--- config.mk ---
export PLATFORM = sky130hd
export DESIGN_NAME = prog_loader
export DESIGN_NICKNAME = d
export VERILOG_FILES = /design/src/rtl/prog_loader_pkg.sv /design/src/rtl/prog_loader_byte_assembler.sv /design/src/rtl/prog_loader.sv
export SDC_FILE = /design/constraint.sdc
export NUM_CORES = 1
export LEC_CHECK = 0
export ABC_AREA = 1
export BUFFER_PORTS_ARGS = -buffer_cell sky130_fd_sc_hd__buf_2
export CORE_MARGIN = 5
export CORE_UTILIZATION = 57
export CTS_CLUSTER_DIAMETER = 60
export DETAILED_ROUTE_END_ITERATION = 12
export PLACE_DENSITY = 0.83
export SYNTH_ARGS = -nofsm -noshare
export SYNTH_HDL_FRONTEND = slang
export SYNTH_SLANG_ARGS = --single-unit
--- constraint.sdc ---
create_clock -name clk -period 1.9 [get_ports clk]
set_input_delay 0.095 -clock clk [delete_from_list [all_inputs] [get_ports clk]]
set_output_delay 0.095 -clock clk [all_outputs]
set_load 0.01 [all_outputs]
--- src/rtl/prog_loader_pkg.sv ---
// Shared types and constants for the serial program loader.
// State encoding plus byte/lane geometry used by loader and assembler.
package prog_loader_pkg;

    localparam int BYTE_W = 8;
    localparam int LANES  = 4;
    localparam int LANE_W = 2;

    localparam logic [LANE_W-1:0] LAST_LANE = LANE_W'(LANES - 1);

    typedef enum logic [2:0] {
        S_IDLE,
        S_COUNT,
        S_DATA,
        S_WRITE,
        S_CHECK,
        S_RUN,
        S_ERROR
    } state_t;

endpackage

--- src/rtl/prog_loader_byte_assembler.sv ---
// Packs accepted bytes into a word, little-endian (first byte -> bits 7:0).
// Ports: clk, rst, clear (restart lane 0), load (byte accepted), byte_in,
//        last (current byte completes the word), word_next (word incl. byte_in).
module byte_assembler
    import prog_loader_pkg::*;
#(
    parameter int WIDTH = 32
) (
    input  logic              clk,
    input  logic              rst,
    input  logic              clear,
    input  logic              load,
    input  logic [BYTE_W-1:0] byte_in,
    output logic              last,
    output logic [WIDTH-1:0]  word_next
);

    logic [LANE_W-1:0] lane;
    logic [WIDTH-1:0]  word;

    // Shifting in from the top leaves the first byte in lane 0 once full.
    assign word_next = {byte_in, word[WIDTH-1:BYTE_W]};
    assign last      = (lane == LAST_LANE);

    always_ff @(posedge clk) begin
        if (rst) begin
            lane <= '0;
            word <= '0;
        end else if (clear) begin
            lane <= '0;
            word <= '0;
        end else if (load) begin
            lane <= lane + 1'b1;
            word <= word_next;
        end
    end

endmodule

--- src/rtl/prog_loader.sv ---
// Serial program loader: byte stream -> program memory writes, then
// checksum check and CPU reset release.
// Ports: clk, rst, start, byte_in/byte_valid/byte_ready (byte stream),
//        mem_wen/mem_add/mem_wdata (memory write port), cpu_rst, done, err.
module prog_loader
    import prog_loader_pkg::*;
#(
    parameter int WIDTH     = 32,
    parameter int ADD_WIDTH = 8,
    parameter int DEPTH     = 256
) (
    input  logic                 clk,
    input  logic                 rst,
    input  logic                 start,
    input  logic [BYTE_W-1:0]    byte_in,
    input  logic                 byte_valid,
    output logic                 byte_ready,
    output logic                 mem_wen,
    output logic [ADD_WIDTH-1:0] mem_add,
    output logic [WIDTH-1:0]     mem_wdata,
    output logic                 cpu_rst,
    output logic                 done,
    output logic                 err
);

    // One extra bit so a full-depth load (N=0 -> DEPTH) needs no wrap.
    localparam logic [ADD_WIDTH:0] FULL = (ADD_WIDTH+1)'(DEPTH);

    state_t state, next;

    logic [ADD_WIDTH:0] n;
    logic [ADD_WIDTH:0] idx;
    logic [BYTE_W-1:0]  csum;
    logic               accept;
    logic               last;
    logic [WIDTH-1:0]   word_next;
    logic               asm_clear;
    logic               asm_load;
    logic               word_done;

    assign accept    = byte_valid && byte_ready;
    assign asm_clear = (state == S_COUNT) && accept;
    assign asm_load  = (state == S_DATA) && accept;
    assign word_done = asm_load && last;

    byte_assembler #(
        .WIDTH(WIDTH)
    ) u_asm (
        .clk      (clk),
        .rst      (rst),
        .clear    (asm_clear),
        .load     (asm_load),
        .byte_in  (byte_in),
        .last     (last),
        .word_next(word_next)
    );

    always_ff @(posedge clk) begin
        if (rst) state <= S_IDLE;
        else     state <= next;
    end

    always_comb begin
        next       = state;
        byte_ready = 1'b0;
        unique case (state)
            S_IDLE: begin
                if (start) next = S_COUNT;
            end
            S_COUNT: begin
                byte_ready = 1'b1;
                if (accept) next = S_DATA;
            end
            S_DATA: begin
                byte_ready = 1'b1;
                if (accept && last) next = S_WRITE;
            end
            S_WRITE: begin
                next = (idx == n - 1'b1) ? S_CHECK : S_DATA;
            end
            S_CHECK: begin
                byte_ready = 1'b1;
                if (accept) next = (byte_in == csum) ? S_RUN : S_ERROR;
            end
            S_RUN: begin
                if (start) next = S_COUNT;
            end
            S_ERROR: begin
                if (start) next = S_COUNT;
            end
            default: next = S_IDLE;
        endcase
    end

    // Memory port and status flags are registered off the next state so
    // they line up with the state they describe.
    always_ff @(posedge clk) begin
        if (rst) begin
            n         <= '0;
            idx       <= '0;
            csum      <= '0;
            mem_wen   <= 1'b0;
            mem_add   <= '0;
            mem_wdata <= '0;
            cpu_rst   <= 1'b1;
            done      <= 1'b0;
            err       <= 1'b0;
        end else begin
            mem_wen <= word_done;
            if (word_done) begin
                mem_add   <= idx[ADD_WIDTH-1:0];
                mem_wdata <= word_next;
            end
            if (asm_clear) begin
                n    <= (byte_in == '0) ? FULL : (ADD_WIDTH+1)'(byte_in);
                idx  <= '0;
                csum <= byte_in;
            end
            if (asm_load) csum <= csum ^ byte_in;
            if (state == S_WRITE) idx <= idx + 1'b1;
            cpu_rst <= (next != S_RUN);
            done    <= (next == S_RUN);
            err     <= (next == S_ERROR);
        end
    end

endmodule

==> summary.txt, run 1 <==
Status
  – Status: finished, final reports clean

STA
  – Fin. Hold Viols: 0
  – Fin crit share: between 80 and 90%
  – Min Tclk post-route: between 1.5 and 2 ns
  – FMAX: 593 MHz
  – Slew @ Worst Pin: 0.364 ns
  – RSZ-0062 raised after global routing: no
  – Final setup margin: around 0.21 ns
  – Setup TNS: 0 ns
  – Final Setup Violations: 0
  – Max-slew violations: 0
  – Clk_skew: between 0.01 and 0.015 ns
  – Worst slew margin: between 70% and 80%
  – WHS: 0.0257 ns

CTS
  – Clock slew at reported path FFs: roughly 0.090 ns
  – Worst skew pair latency: 0.37 ns
  – CTS tree: built
  – Sink Count: a little under 100
  – Clock root buffer: clkbuf_8
  – Number of buffers created by CTS: 9
  – H-tree levels: 3
  – Clk buf depth: 2

Setup path
  – Startpoint types: register
  – Crit path DAT: 2.00 ns
  – CP Capture Type: register
  – Worst reg2reg endpoint: done$_SDFF_PP0_
  – Reg2reg setup slack: around 0.21 ns
  – CP Class: reg -> reg
  – CP Max Fanout: 6
  – WP data required: approximately 2.2 ns
  – Cells on worst reg2reg path: 12
  – Worst r2r src: n[0]$_SDFFE_PP0P_

Drt
  – DRT Pass-1 Iters: 5
  – DR WL/cell: approximately 14 um
  – Total vias in the final route: 3757
  – Total wire length: 9880 um
  – Drt initial violations: between 300 and 400
  – ANT nets after route: 0
  – # DRC: 0
  – Vias/cell: ~5.4

Floorplanning
  – Die span in x: roughly 95 um
  – Initial Util: between 50% and 60%
  – I/O Pins: 57
  – Die Ht: around 95 um
  – Die area: about 0.0090 mm2
  – Core area: 0.00714 mm2
  – Rows: 31

Yosys
  – Mean Syn Cell Area: ~7.6 um2
  – Post-synthesis cell type count: 40
  – Yosys reg bits: a little under 100
  – Post-synthesis cell count: 541
  – Register area share after synthesis: between 40% and 50%
  – Yosys warning count: 0
  – Syn Std Cell Area: around 0.0041 mm2
  – Post-Syn Nets: roughly 560

GRT
  – Initial antenna violation count: 0
  – GRT Resource Usage Total: roughly 23%
  – GR Overflow Total: 0
  – Number of global-route vias before repair: 3502
  – Largest net degree at the start of global routing: 38
  – First-pass GRT wire length: 16100 um

Pwr
  – Leak pwr: roughly 0.002 uW
  – PwrDens: between 800 and 900 mW/mm2
  – Max VDD drop: between 0.6 and 0.7 mV

Finish
  – Ant. Diodes: 0
  – Filler cells: roughly 630
  – Nets: about 610
  – P&R area growth vs syn: 13.4%
  – Sequential Area: about 0.0020 mm2
  – Most common cell after layout, fill and taps aside: nand2_1
  – Most frequent cells in the layout: nand2_1, dfxtp_1, a21oi_1
  – Layout cells sized above 1: between 15 and 20%
  – Non-filler cells, final: 700
  – Area occupied by multi-input gates: between 0.0015 and 0.002 mm2

Min path
  – Hold crit path type: in -> reg
  – Hold Path Sink: mem_wdata[31]$_SDFFE_PP0P_
  – Hold Startpoint: byte_in[7]
  – Min-Delay Path Depth: 3

Placement
  – Cells after DPL: about 680
  – HPWL Detailed: roughly 7200 um
  – DP Worst Slack: 0.139 ns
  – IO buf count: 56
  – GPL Wtd Cong: between 0.8 and 0.9

Job
  – Max Cap Viol: 0
[through the flow]
step                      area, um2  total power, uW  utilization, %
after floorplan                4120             2600               -
after global placement         4480             2720            62.8
after detailed placement       4480             2750            62.8
after CTS                      4670             3990            65.4
after global routing           4670             4170            65.5
final                          4670             3980            65.5
[synthesized netlist by cell type, drive strengths merged]
cell / instances / area, um2
xnor2: 4 / 35.0
clkinv: 2 / 8.75
nor2: 38 / 181
nand3b: 1 / 7.51
nand3: 30 / 150
nand2b: 1 / 6.26
a221oi: 1 / 8.76
inv: 51 / 191
clkbuf: 11 / 42.5
buf: 11 / 73.8
ha: 3 / 37.5
a21oi: 64 / 320
a211oi: 2 / 15.0
nand2: 146 / 558
o22ai: 2 / 12.5
xor2: 9 / 78.8
dfxtp: 99 / 1980
a31oi: 3 / 18.8
o211ai: 1 / 7.51
nor3: 3 / 26.3
o2bb2ai: 4 / 35.0
nor4: 2 / 12.5
a22o: 2 / 17.5
o21ai: 48 / 274
o21a: 1 / 7.51
nand4: 2 / 12.5
[state kept, by name (all words and copies together), names as in the netlist]
name        count
cpu_rst         1
csum            8
done            1
err             1
idx             9
mem_add         8
mem_wdata      32
mem_wen         1
n               9
state           3
u_asm.lane      2
u_asm.word     24
[what timing repair did]
action                                  CTS  global route
resized for setup                         0             4
hold buffers                              0             0
setup buffers                             0             0
endpoints found under the setup margin    0            11
[area by class of cell]
class / count / share of cell area, %
timing repair buffer: 66 / 7.61
tap: 99 / 2.65
multi-input combinational: 367 / 39.1
inverter: 53 / 4.31
clock inverter: 7 / 1.26
clock buffer: 9 / 2.65
sequential: 99 / 42.4
[how the worst max path moves through the flow]
stage / start / end / slack (ns) / cells after the start
2_1_floorplan: n[0]$_SDFFE_PP0P_ / done$_SDFF_PP0_ / 0.37 / 13
3_3_place_gp: n[0]$_SDFFE_PP0P_ / done$_SDFF_PP0_ / 0.19 / 12
3_5_place_dp: state[2]$_SDFF_PP0_ / mem_add[7]$_SDFFE_PP0P_ / 0.14 / 7
4_1_cts: state[2]$_SDFF_PP0_ / mem_add[7]$_SDFFE_PP0P_ / 0.11 / 7
5_1_grt: n[1]$_SDFFE_PP0P_ / done$_SDFF_PP0_ / 0.01 / 12
6_report: n[0]$_SDFFE_PP0P_ / done$_SDFF_PP0_ / 0.21 / 12
[critical path, cell delays in order (launching register included)]
cell and delay, ns:
dfxtp_1 0.33, inv_2 0.10, ha_2 0.23, nand2_1 0.10, nor2_1 0.16, nand3_1 0.09
nand2_1 0.09, nand2_1 0.06, nor2_1 0.13, nand3_1 0.09, nand2_1 0.08, nand2_1 0.07
nor2_1 0.10
[metal layers]
| layer | vias up | wire length [um] | GRT usage, % |
|---|---|---|---|
| li1 | 1867 | - | - |
| met1 | 1774 | 4410 | 29.3 |
| met2 | 100 | 4760 | 36.2 |
| met3 | 16 | 525 | 5.21 |
| met4 | 0 | 178 | 10.2 |
| met5 | - | 0 | 0 |
[where the power goes]
part	leakage [uW]	switching, uW	internal, uW
Clock	0.0000921	769	497
Combinational	0.00112	353	170
Sequential	0.000800	51.5	2140
Total	0.00201	1170	2810
[kinds of logic after synthesis]
| group | Yosys count | synth area share, % |
|---|---|---|
| AND/OR/NAND/NOR | 223 | 23.2 |
| AO/OA/AOI/OAI | 128 | 17.4 |
| adder cells (fa/ha/maj) | 3 | 0.911 |
| XOR/XNOR | 13 | 2.76 |
| buffers and inverters | 75 | 7.68 |
| flip-flops | 99 | 48.1 |
Note: power is estimated with default switching activity, not from simulation.
==> inputs of run 2 (changes only) <==
Settings changed: PLACE_DENSITY 0.83 to 0.79, RECOVER_POWER set to 50.
==> run 2 against run 1 <==
Net effect: worst setup slack lost 0.025 ns; register-to-register slack got worse by 0.03 ns; routed wire length fell by 3.5%; via count decreased by 2.1%; critical path type unchanged; largest power group unchanged.
==> summary.txt, run 2 (synthesis gave the netlist of run 1 again) <==
Floorplanning
  – Initial Util: 57.7% (unchanged)
  – Die area: 0.00903 mm2 (unchanged)
  – Rows: 31 (unchanged)
  – Die span in x: 95.0 um (unchanged)
  – Core area: 0.00714 mm2 (unchanged)
  – I/O Pins: 57 (unchanged)
  – Die Ht: 95.0 um (unchanged)

Placement
  – DP Worst Slack: 0.104 ns (was 0.139 ns)
  – IO buf count: 56 (unchanged)
  – HPWL Detailed: 6980 um (was 7190 um)
  – GPL Wtd Cong: 0.890 (was 0.878)
  – DP Area: 0.00447 mm2 (was 0.00448 mm2)

STA
  – FMAX: 584 MHz (was 593 MHz)
  – Slew @ Worst Pin: 0.417 ns (was 0.364 ns)
  – Fin. Hold Viols: 0 (unchanged)
  – RSZ-0062 raised after global routing: no (unchanged)
  – Setup TNS: 0 ns (unchanged)
  – Clk_skew: 0.00931 ns (was 0.0115 ns)
  – Fin crit share: 90.1% (was 88.8%)
  – Worst slew margin: 72.2% (was 75.8%)
  – Max-slew violations: 0 (unchanged)
  – Min Tclk post-route: 1.71 ns (was 1.69 ns)
  – Final setup margin: 0.188 ns (was 0.213 ns)
  – Final Setup Violations: 0 (unchanged)

Pwr
  – Max VDD drop: 0.579 mV (was 0.655 mV)
  – PwrDens: 865 mW/mm2 (was 852 mW/mm2)
  – Total power: 3960 uW (was 3980 uW)
  – Leak pwr: 0.00181 uW (was 0.00201 uW)

Min path
  – Hold crit path type: in -> reg (unchanged)

CTS
  – Clock slew at reported path FFs: 0.10 ns (was 0.09 ns)
  – Clock root buffer: clkbuf_8 (unchanged)
  – Worst skew pair latency: 0.36 ns (was 0.37 ns)
  – Sink Count: 99 (unchanged)
  – H-tree levels: 3 (unchanged)
  – Number of buffers created by CTS: 9 (unchanged)
  – Clk buf depth: 2 (unchanged)
  – CTS tree: built (unchanged)

Finish
  – Final Cell Area: 0.00458 mm2 (was 0.00467 mm2)
  – Most flop-heavy register: mem_wdata (unchanged)
  – Most frequent cells in the layout: nand2_1, dfxtp_1, a21oi_1 (unchanged)
  – P&R area growth vs syn: 11.1% (was 13.4%)
  – Ant. Diodes: 0 (unchanged)
  – Most common cell after layout, fill and taps aside: nand2_1 (unchanged)
  – Layout cells sized above 1: 9.65% (was 18.5%)
  – Nets: 611 (unchanged)
  – Filler cells: 653 (was 626)
  – Biggest regs: mem_wdata x32, u_asm.word x24 (unchanged)
  – Max reg flops: 32 (unchanged)

Setup path
  – Critical Path Max Stage Delay: 0.42 ns (was 0.33 ns)
  – Crit path DAT: 1.97 ns (was 2.00 ns)
  – CP Max Fanout: 19 (was 6)
  – Crit path max-delay cell type: dfxtp_1 (unchanged)
  – Reg2reg setup slack: 0.19 ns (was 0.21 ns)
  – CP Capture Type: register (unchanged)
  – Crit path cell chain: inv_2 > nor2_2 > nand2_1 > nor2_4 > buf_4 > nor2_2 > inv_2 > a21oi_1 > o21a_1 (was inv_2 > ha_2 > nand2_1 > nor2_1 > nand3_1 > nand2_1 > nand2_1 > nor2_1 > nand3_1 > nand2_1 > nand2_1 > nor2_1)
  – Startpoint types: register (unchanged)
  – WP data required: 2.16 ns (was 2.21 ns)
  – CP Class: reg -> reg (unchanged)

Drt
  – Total vias in the final route: 3679 (was 3757)
  – Vias/cell: 5.26 (was 5.37)
  – Drt initial violations: 260 (was 345)
  – # DRC: 0 (unchanged)
  – DR WL/cell: 13.6 um (was 14.1 um)
  – DRT Pass-1 Iters: 5 (unchanged)
  – Total wire length: 9530 um (was 9880 um)
  – ANT nets after route: 0 (unchanged)

GRT
  – GRT Resource Usage Total: 22.4% (was 22.7%)
  – Number of global-route vias before repair: 3428 (was 3502)
  – Largest net degree at the start of global routing: 36 (was 38)
  – First-pass GRT wire length: 16100 um (about the same)
  – GR Overflow Total: 0 (unchanged)
  – Initial antenna violation count: 0 (unchanged)

Job
  – Max Cap Viol: 0 (unchanged)

Status
  – Status: finished, final reports clean (unchanged)
[run 2: changes by cell type in the layout (fill, tap and decap cells not counted), sizes merged]
cell and delta:
buf -46, clkbuf +46, clkinv -1, inv +1
[run 2: path summary, 6_finish.rpt]
kind,endpoint,from,depth (start not counted)
worst max-delay path,u_asm.lane[0]$_SDFFE_PP0P_,state[0]$_SDFF_PP0_,9
worst max register to register,u_asm.lane[0]$_SDFFE_PP0P_,state[0]$_SDFF_PP0_,9
worst min-delay path,u_asm.word[27]$_SDFFE_PP0P_,byte_in[3],3
worst min register to register,mem_add[1]$_SDFFE_PP0P_,mem_add[1]$_SDFFE_PP0P_,2
[run 2: where the power goes]
part	internal, uW	switching, uW	leakage [uW]
clock	499	761	0.0000925
combinational	170	339	0.000919
sequential	2140	51.3	0.000799
[run 2: area by class of cell]
cell class / instances / area, um2 / area share (%)
flip-flops and latches: 99 / 1980 / 43.3
multi-input cells: 367 / 1790 / 39.2
repair buffers: 66 / 295 / 6.45
inverters: 53 / 201 / 4.40
clock buffers: 9 / 124 / 2.71
well taps: 99 / 124 / 2.71
clock inverters: 7 / 58.8 / 1.28
[run 2: routing by layer]
metal,vias to the layer above,GRT usage (%),wire length [um]
met5,-,0,0
met4,0,9.13,224
met3,21,3.87,600
met2,113,33.9,4240
met1,1681,31.6,4460
li1,1864,-,-
[run 2: what timing repair did]
item / CTS / global route
hold buffers: 0 / 0
gates resized for setup: 0 / 3
buffers inserted: 0 / 2
endpoints found under the setup margin: 0 / 16
[run 2: metrics by stage]
| stage | utilization (%) | instances | hold WS (ns) |
|---|---|---|---|
| 4_1_cts | 65.2 | 698 | 0.0230 |
| 3_5_place_dp | 62.6 | 682 | 0.398 |
| 2_1_floorplan | - | 541 | 0.198 |
| 3_3_place_gp | 62.6 | 682 | 0.399 |
| 5_1_grt | 64.1 | 700 | 0.0355 |
| 6_report | 64.1 | 700 | 0.0356 |
[run 2: worst max-delay path, delay by kind of cell (launching register included)]
family | cells | cell delay, ns
DFF | 1 | 0.42
AOI/OAI and AO/OA | 2 | 0.18
buffers and inverters | 3 | 0.52
and+or+nand+nor | 4 | 0.48
==> inputs of run 3 (changes only) <==
Settings changed: CORE_UTILIZATION 57 to 58, PLACE_DENSITY 0.79 to 0.8, SYNTH_HIERARCHICAL set to 1.
==> run 3 against run 2 <==
Net effect: synthesized area increased by 9.0%; highest routed layer unchanged; worst hold slack improved by 0.025 ns; die area increased by 6.4%; worst setup slack got worse by 0.022 ns; clock power increased by 4%; utilization decreased by 0.061 points; routed wire length increased by 6.1%; final cell count increased by 11%; clock skew decreased by 0.0021 ns.
==> summary.txt, run 3 <==
Status
  – Status: finished, final reports clean (unchanged)

Min path
  – Hold Startpoint: byte_in[4] (was byte_in[3])
  – Min-Delay Path Depth: 3 (unchanged)
  – Hold crit path type: in -> reg (unchanged)
  – Hold Path Sink: mem_wdata[28]$_SDFFE_PP0P_ (was u_asm.word[27]$_SDFFE_PP0P_)

GRT
  – Largest net degree at the start of global routing: 49 (was 36)
  – GR Overflow Total: 0 (unchanged)
  – Initial antenna violation count: 0 (unchanged)
  – GRT Resource Usage Total: 20.5% (was 22.4%)
  – First-pass GRT wire length: 16600 um (was 16100 um)
  – Number of global-route vias before repair: 3605 (was 3428)

Setup path
  – CP Class: reg -> reg (unchanged)
  – CP startpoint: state[1]$_SDFF_PP0_ (was state[0]$_SDFF_PP0_)
  – Worst r2r src: state[1]$_SDFF_PP0_ (was state[0]$_SDFF_PP0_)
  – Startpoint types: register (unchanged)
  – WP data required: 2.19 ns (was 2.16 ns)
  – Cells on worst reg2reg path: 8 (was 9)
  – Worst reg2reg endpoint: mem_wdata[27]$_SDFFE_PP0P_ (was u_asm.lane[0]$_SDFFE_PP0P_)
  – Crit path DAT: 2.02 ns (was 1.97 ns)
  – CP Max Fanout: 48 (was 19)
  – Reg2reg setup slack: 0.17 ns (was 0.19 ns)
  – CP Capture Type: register (unchanged)

CTS
  – Post-CTS Hold Buffers: 0 (unchanged)
  – Sink Count: 99 (unchanged)
  – Clock slew at reported path FFs: 0.10 ns (about the same)
  – Worst skew pair latency: 0.36 ns (about the same)
  – Clk buf depth: 2 (unchanged)
  – Clock root buffer: clkbuf_8 (unchanged)
  – CTS tree: built (unchanged)
  – H-tree levels: 3 (unchanged)
  – Number of buffers created by CTS: 9 (unchanged)

Floorplanning
  – Initial Util: 58.8% (was 57.7%)
  – I/O Pins: 57 (unchanged)
  – Rows: 32 (was 31)
  – Core area: 0.00765 mm2 (was 0.00714 mm2)
  – Die Ht: 98.0 um (was 95.0 um)
  – Die area: 0.00961 mm2 (was 0.00903 mm2)
  – Die span in x: 98.0 um (was 95.0 um)

STA
  – Clk_skew: 0.00716 ns (was 0.00931 ns)
  – Fin crit share: 91.3% (was 90.1%)
  – Setup TNS: 0 ns (unchanged)
  – FMAX: 577 MHz (was 584 MHz)
  – Min Tclk post-route: 1.73 ns (was 1.71 ns)
  – Final Setup Violations: 0 (unchanged)
  – Fin. Hold Viols: 0 (unchanged)
  – Worst slew margin: 69.6% (was 72.2%)
  – Slew @ Worst Pin: 0.456 ns (was 0.417 ns)
  – RSZ-0062 raised after global routing: no (unchanged)
  – Max-slew violations: 0 (unchanged)

Pwr
  – Max VDD drop: 0.476 mV (was 0.579 mV)
  – Leak pwr: 0.00184 uW (was 0.00181 uW)
  – PwrDens: 824 mW/mm2 (was 865 mW/mm2)

Finish
  – Max reg flops: 32 (unchanged)
  – P&R area growth vs syn: 9.05% (was 11.1%)
  – Nets: 684 (was 611)
  – Biggest regs: mem_wdata x32, u_asm/word x24 (was mem_wdata x32, u_asm.word x24)
  – Ant. Diodes: 0 (unchanged)
  – Sequential Area: 0.00198 mm2 (about the same)
  – Area occupied by multi-input gates: 0.00202 mm2 (was 0.00179 mm2)
  – Filler cells: 683 (was 653)
  – Layout cells sized above 1: 9.64% (was 9.65%)
  – Most flop-heavy register: mem_wdata (unchanged)
  – Most frequent cells in the layout: nand2_1, dfxtp_1, nor2_1 (was nand2_1, dfxtp_1, a21oi_1)
  – Most common cell after layout, fill and taps aside: nand2_1 (unchanged)
  – Finished Core Util: 64.1% (about the same)

Drt
  – Total wire length: 10100 um (was 9530 um)
  – Vias/cell: 5.24 (was 5.26)
  – DRT Pass-1 Iters: 5 (unchanged)
  – Total vias in the final route: 4068 (was 3679)
  – # DRC: 0 (unchanged)
  – ANT nets after route: 0 (unchanged)
  – Drt initial violations: 287 (was 260)
  – DR WL/cell: 13.0 um (was 13.6 um)

Yosys
  – Yosys warning count: 6 (was 0)
  – Count leader, synth: nand2_1 (unchanged)
  – Register area share after synthesis: 44.1% (was 48.1%)
  – Yosys top cell area share: 44.1% (was 48.1%)
  – Ys async rst share: 0% (unchanged)
  – Yosys reg bits: 99 (unchanged)
  – Mean Syn Cell Area: 7.15 um2 (was 7.62 um2)
  – Post-Syn Nets: 644 (was 556)
  – Post-synthesis cell count: 629 (was 541)
  – Syn Std Cell Area: 0.00449 mm2 (was 0.00412 mm2)
  – Area contributors post-synth: dfxtp_1, nand2_1, a21oi_1 (unchanged)
  – Synth cell count leaders: nand2_1, dfxtp_1, nor2_1 (was nand2_1, dfxtp_1, a21oi_1)
  – Yosys top cell by area: dfxtp_1 (unchanged)
  – Post-synthesis cell type count: 29 (was 40)
  – Ys flop type: dfxtp_1 (unchanged)
  – Number of synthesized flops with an enable pin: 0 (unchanged)

Job
  – Max Cap Viol: 0 (unchanged)

Placement
  – GPL Wtd Cong: 0.908 (was 0.890)
  – HPWL Detailed: 6920 um (was 6980 um)
  – IO buf count: 56 (unchanged)
[run 3: cell count changes after synthesis, moves of 5 or more]
cell	previous run	this run
a31oi_1	3	10
buf_4	1	12
buf_6	3	8
clkbuf_1	10	18
inv_1	44	50
nand2_1	144	174
nand3_1	30	50
nor2_1	32	68
o21ai_0	36	11
o21ai_2	9	0
[run 3: power by group]
group / leakage [uW] / internal (uW) / total, uW / switching (uW)
Clock: 0.0000940 / 512 / 1310 / 798
Combinational: 0.000951 / 186 / 525 / 339
Sequential: 0.000800 / 2140 / 2200 / 64.1
[run 3: through the flow]
stage | setup WS (ns) | std cells | power, uW | hold WS, ns | cell area [um2]
detailed placement | 0.167 | 754 | 2760 | 0.431 | 4720
global placement | 0.220 | 754 | 2730 | 0.426 | 4720
CTS | 0.128 | 770 | 4060 | 0.0444 | 4920
finish | 0.166 | 776 | 4040 | 0.0607 | 4900
floorplan | 0.343 | 629 | 2670 | 0.258 | 4490
global route | 0.00358 | 776 | 4240 | 0.0520 | 4900
[run 3: routing by layer]
layer	vias up	routed length (um)	GRT usage, %
li1	2064	-	-
met1	1870	4740	29.0
met2	120	4620	31.9
met5	-	0	0
met4	0	125	6.92
met3	14	623	3.50
[run 3: cell families (layout without fill, tap and decap cells)]
group | after synthesis | count (layout) | synth area share (%)
xor+xnor | 17 | 17 | 3.31
flops | 99 | 99 | 44.1
buf+inv | 99 | 144 | 10.8
simple gates | 324 | 324 | 30.9
compound gates | 87 | 87 | 10.1
fa+ha+maj | 3 | 3 | 0.835
[run 3: what timing repair did]
item | 4_1_cts | 5_1_grt
setup endpoints to repair | 0 | 5
gates resized for setup | 0 | 2
buffers inserted | 0 | 6
[run 3: critical path: stages (launching register included)]
cell and delay, ns:
dfxtp_1 0.42, inv_1 0.14, nor2_4 0.11, nand2_2 0.08, nor2_4 0.26, buf_4 0.18
buf_12 0.20, nand3_1 0.11, a21oi_1 0.16
[run 3: final cells by class]
cell class	count	share of cell area, %
Sequential cell	99	40.5
Inverter	54	4.14
Tap cell	102	2.60
Clock inverter	7	1.43
Timing Repair Buffer	74	7.53
Clock buffer	9	2.53
Multi-Input combinational cell	431	41.3
[run 3: how the worst max path moves through the flow]
| stage | end | slack (ns) | cells after the start |
|---|---|---|---|
| 3_5_place_dp | state[1]$_SDFF_PP0_ | 0.17 | 6 |
| 4_1_cts | state[1]$_SDFF_PP0_ | 0.13 | 6 |
| 2_1_floorplan | u_asm/word[23]$_SDFFE_PP0P_ | 0.34 | 11 |
| 6_report | mem_wdata[27]$_SDFFE_PP0P_ | 0.17 | 8 |
| 5_1_grt | mem_wdata[27]$_SDFFE_PP0P_ | 0.004 | 8 |
| 3_3_place_gp | state[1]$_SDFF_PP0_ | 0.22 | 6 |
